==> config.mk <==
export PLATFORM = sky130hd
export DESIGN_NAME = word_tx
export DESIGN_NICKNAME = d
export VERILOG_FILES = /design/src/rtl/word_tx.sv
export SDC_FILE = /design/constraint.sdc
export NUM_CORES = 1
export LEC_CHECK = 0
export CORE_MARGIN = 4
export CORE_UTILIZATION = 35
export CTS_CLUSTER_DIAMETER = 30
export DETAILED_ROUTE_END_ITERATION = 10
export PLACE_DENSITY = 0.53
export SLEW_MARGIN = 15
export SYNTH_ARGS = -nofsm -noshare
export SYNTH_HDL_FRONTEND = slang
export SYNTH_SLANG_ARGS = --single-unit
==> constraint.sdc <==
create_clock -name clk -period 4.8 [get_ports clk]
set_input_delay 0.72 -clock clk [delete_from_list [all_inputs] [get_ports clk]]
set_output_delay 0.72 -clock clk [all_outputs]
set_load 0.02 [all_outputs]
==> src/rtl/word_tx.sv <==
// Word-to-byte serializer: takes 32-bit words over valid/ready and sends them
// LSB first as four bytes to the UART transmitter, paced by byte_done.
//
// state   | meaning
// --------+---------------------------------------------------------------
// ST_IDLE | nothing in flight; move the holding register into shift if full
// ST_SEND | one-cycle byte_start for shift[7:0]
// ST_WAIT | waiting for the transmitter's byte_done
// ST_GAP  | inter-byte idle cycles, counted down in gap_cnt
// ST_DONE | one-cycle word_sent; chain straight into the pending word if any
module word_tx #(
    parameter int BYTE_GAP = 0
) (
    input  logic        clk,
    input  logic        rst_n,
    input  logic [31:0] word_in,
    input  logic        word_valid,
    output logic        word_ready,
    output logic [7:0]  byte_out,
    output logic        byte_start,
    input  logic        byte_done,
    output logic        word_sent,
    output logic        busy
);

    typedef enum logic [2:0] {
        ST_IDLE = 3'd0,
        ST_SEND = 3'd1,
        ST_WAIT = 3'd2,
        ST_GAP  = 3'd3,
        ST_DONE = 3'd4
    } state_t;

    localparam bit         HAS_GAP  = (BYTE_GAP > 0);
    localparam logic [7:0] GAP_LOAD = HAS_GAP ? 8'(BYTE_GAP - 1) : 8'd0;

    state_t      state_q, state_d;
    logic [31:0] pending_q, pending_d;
    logic        pending_valid_q, pending_valid_d;
    logic [31:0] shift_q, shift_d;
    logic [1:0]  byte_idx_q, byte_idx_d;
    logic [7:0]  gap_cnt_q, gap_cnt_d;

    always_ff @(posedge clk or negedge rst_n) begin
        if (!rst_n) begin
            state_q         <= ST_IDLE;
            pending_q       <= 32'h0;
            pending_valid_q <= 1'b0;
            shift_q         <= 32'h0;
            byte_idx_q      <= 2'd0;
            gap_cnt_q       <= 8'd0;
        end else begin
            state_q         <= state_d;
            pending_q       <= pending_d;
            pending_valid_q <= pending_valid_d;
            shift_q         <= shift_d;
            byte_idx_q      <= byte_idx_d;
            gap_cnt_q       <= gap_cnt_d;
        end
    end

    always_comb begin
        state_d         = state_q;
        pending_d       = pending_q;
        pending_valid_d = pending_valid_q;
        shift_d         = shift_q;
        byte_idx_d      = byte_idx_q;
        gap_cnt_d       = gap_cnt_q;
        byte_start      = 1'b0;
        word_sent       = 1'b0;

        // Accept and transfer are mutually exclusive: one needs the holding
        // register empty, the other needs it full.
        if (word_valid && !pending_valid_q) begin
            pending_d       = word_in;
            pending_valid_d = 1'b1;
        end

        case (state_q)
            ST_IDLE: begin
                if (pending_valid_q) begin
                    shift_d         = pending_q;
                    pending_valid_d = 1'b0;
                    byte_idx_d      = 2'd0;
                    state_d         = ST_SEND;
                end
            end
            ST_SEND: begin
                byte_start = 1'b1;
                state_d    = ST_WAIT;
            end
            ST_WAIT: begin
                if (byte_done) begin
                    if (byte_idx_q == 2'd3) begin
                        state_d = ST_DONE;
                    end else begin
                        shift_d    = {8'h00, shift_q[31:8]};
                        byte_idx_d = byte_idx_q + 2'd1;
                        if (HAS_GAP) begin
                            gap_cnt_d = GAP_LOAD;
                            state_d   = ST_GAP;
                        end else begin
                            state_d = ST_SEND;
                        end
                    end
                end
            end
            ST_GAP: begin
                if (gap_cnt_q == 8'd0) begin
                    state_d = ST_SEND;
                end else begin
                    gap_cnt_d = gap_cnt_q - 8'd1;
                end
            end
            ST_DONE: begin
                word_sent = 1'b1;
                if (pending_valid_q) begin
                    shift_d         = pending_q;
                    pending_valid_d = 1'b0;
                    byte_idx_d      = 2'd0;
                    state_d         = ST_SEND;
                end else begin
                    state_d = ST_IDLE;
                end
            end
            default: state_d = ST_IDLE;
        endcase
    end

    assign word_ready = !pending_valid_q;
    assign byte_out   = shift_q[7:0];
    assign busy       = (state_q != ST_IDLE) || pending_valid_q;

endmodule

==> run summary <==
CP required: 4.08 ns
H-Tree Level Count: 3
Pwr per Cell Area: 617 nW/um^2
Clk sinks: 78
Critical Path Fanout Max: 27
Synth Warn #: 0
Post-synth top area cell: dfrtp_1
Top layer in use: met4
Yosys top cell area share: 0.577
Clk_skew: 0.00997 ns
First-pass GRT wire length: 10800 microns
CTS tree: done
CTS buffer count: 9
Main flop type after synthesis: dfrtp_1
Clk slew on worst S/H paths: 0.08 ns
Final Setup Violations: 0
DRC Markers: 0
Post-synthesis net count: 327
Largest net degree at the start of global routing: 79
Peak supply drop: 0.222 mV
Core area: 9330 sq um
Post-route minimum period: 2.86 ns
GPL Wtd Cong: 0.750
Root Driver: clkbuf_8
Final TNS setup: 0 ns
Post-CTS Resized: 0
Crit path kind: register to output pin
Number of hold buffers added after cts: 0
Async S/R FF share, synth: 1.00
Syn Inst Count: 288
Die area: 11300 sq um
Met3 wire length: 267 microns
Multiplexer share of the synthesized area: 0.181
Cell Area, Synth: 3380 sq um
CP Capture Type: output pin
Adder-Cell Fraction of Synth Area: 0.0111
Crit-path max cell delay: 0.62 ns
Port bufs: 47
Fmax achieved: 0.350 GHz
Slew @ Worst Pin: 0.995 ns
Period utilization: 0.595
Mapped Avg Cell Area: 11.7 sq um
Worst setup SP type: register
N_diodes: 0
Clk buf depth: 2
Area occupied by multi-input gates: 1280 sq um
Layout Area Growth over Synthesis: 23.6%
GR Util All Layers: 0.121
Die Width: 106 microns
Met2 WL: 2640 microns
Wirelength per Cell: 13.4 microns
Post-DP HPWL: 3990 microns
CP Data Arrival Time: 2.14 ns
DRT met1 WL: 3180 microns
Slowest-stage cell, CP: clkdlybuf4s50_1
I/O pin count: 48
Setup repair bufs after CTS: 0
Final ANT Viol Nets: 0
Max-slew violation count: 0
Std-Cell Rows: 35
Synth top cells by count: dfrtp_1 (78), nand2_1 (45), o21ai_1 (26)
Sequential area share after synthesis: 0.577
XOR/XNOR Fraction of Synth Area: 0.0155
CP delay by family, top: buffers and inverters
Vias in the first global route: 2170
Most frequent cell after synthesis: dfrtp_1
Crit path cell chain: or2_1 -> buf_4 -> nor2_1 -> clkdlybuf4s50_1
WP buf/inv: 2
Die extent in y: 106 microns
Synth Area in Compound Gates: 0.0592
Initial antenna violation count: 0
Pre-antenna DRT Iters: 4
Layout fillers: 896
Synth Register Bits: 78
Worst hold slack: 0.469 ns
Hold Crit Class: register to register
Main combinational cell family by area after synthesis: multiplexers
Number of synthesized flops with an enable pin: 0
Vias per inst: 4.59
Starting density of the core: 0.362
Endpoints failing hold: 0
Ranking of synthesized cells by area: dfrtp_1 (58%), mux2i_1 (7.1%), mux2_1 (6.0%)
RSZ-0062 raised after global routing: false
Worst skew pair latency: 0.34 ns
Max Cap Viol: 0
Total congestion overflow: 0
Max-slew headroom: 0.336
Status: finished, final reports clean
Routed via count: 2101
Layout cells sized above 1: 0.116
Register area: 1950 sq um
Yosys cell types: 35
Fin nets: 363
DRT iter0 DRCs: 68
Post-Route WL: 6130 microns
LEAKAGE: 1.91 nW
Post-synthesis simple-gate area fraction: 0.105
==> cells by family (layout without fill, tap and decap cells) <==
group                      Yosys count  after routing
AOI/OAI and AO/OA                   35             35
DFF                                 78             78
adders and majority gates            3              3
and+or+nand+nor                     77             77
xor gates and xnor gates             6              6
muxes                               57             57
buffers and inverters               32             73
==> area by class of cell <==
type / instances / share of cell area
flip-flops and latches: 78 / 0.467
inverters: 8 / 0.00719
repair buffers: 49 / 0.119
clock buffers: 10 / 0.0305
well taps: 129 / 0.0386
clock inverters: 6 / 0.0320
multi-input cells: 178 / 0.306
==> per-layer routing <==
layer,track usage,up-vias
met5,0,-
met3,0.0528,2
met1,0.166,1015
met2,0.174,39
met4,0.0333,0
li1,-,1045
==> worst register-to-register path, delay by kind of cell (launching register included) <==
kind | cells | cell delay [ns]
mux | 1 | 0.43
simple gates | 1 | 0.80
flops | 1 | 0.44
==> report_power, final <==
group          total [mW]  internal [mW]  switching (mW)  leakage (nW)
registers            1.08          0.923           0.159         0.981
logic               0.865          0.423           0.442         0.800
clock network       0.629          0.398           0.231         0.130
total                2.58           1.74           0.832          1.91
==> final timing paths <==
path	slack [ns]	start	to	cells past startpoint
worst min-delay path	0.47	shift_q[31]	shift_q[31]	2
worst max-delay path	1.94	state_q[0]	word_sent	4
max in group asynchronous	3.63	rst_n	shift_q[22]	1
worst max register to register	3.02	pending_valid_q	pending_q[14]	2
min in group asynchronous	0.51	rst_n	pending_q[3]	1
worst min register to register	0.47	shift_q[31]	shift_q[31]	2
==> state kept, by name, indices dropped and copies added, names as in the netlist <==
| register | count |
|---|---|
| pending_valid_q | 1 |
| state_q | 3 |
| shift_q | 32 |
| byte_idx_q | 2 |
| pending_q | 32 |
| gap_cnt_q | 8 |
==> cells in the final DEF, fill, tap and decap left out, types with 2 or more instances in the layout <==
cell type,count
dfrtp_1,78
clkdlybuf4s50_1,46
nand2_1,45
o21ai_1,26
mux2i_1,24
mux2_1,18
mux2_2,15
nand3_1,10
clkbuf_8,9
inv_1,8
nor2_1,8
xnor2_1,5
bufinv_16,4
a21oi_1,3
ha_1,3
nor3_1,2
buf_4,2
==> through the flow <==
| step | total power, mW | util | cell area (sq um) | setup WS (ns) | cells |
|---|---|---|---|---|---|
| floorplan | 1.74 | - | 3380 | 2.70 | 288 |
| global placement | 1.93 | 0.418 | 3900 | 2.10 | 441 |
| detailed placement | 1.96 | 0.418 | 3900 | 2.03 | 441 |
| CTS | 2.60 | 0.446 | 4160 | 1.91 | 457 |
| global route | 2.78 | 0.448 | 4180 | 1.81 | 458 |
| finish | 2.58 | 0.448 | 4180 | 1.94 | 458 |
No activity file was read; power rests on OpenSTA's default activity.
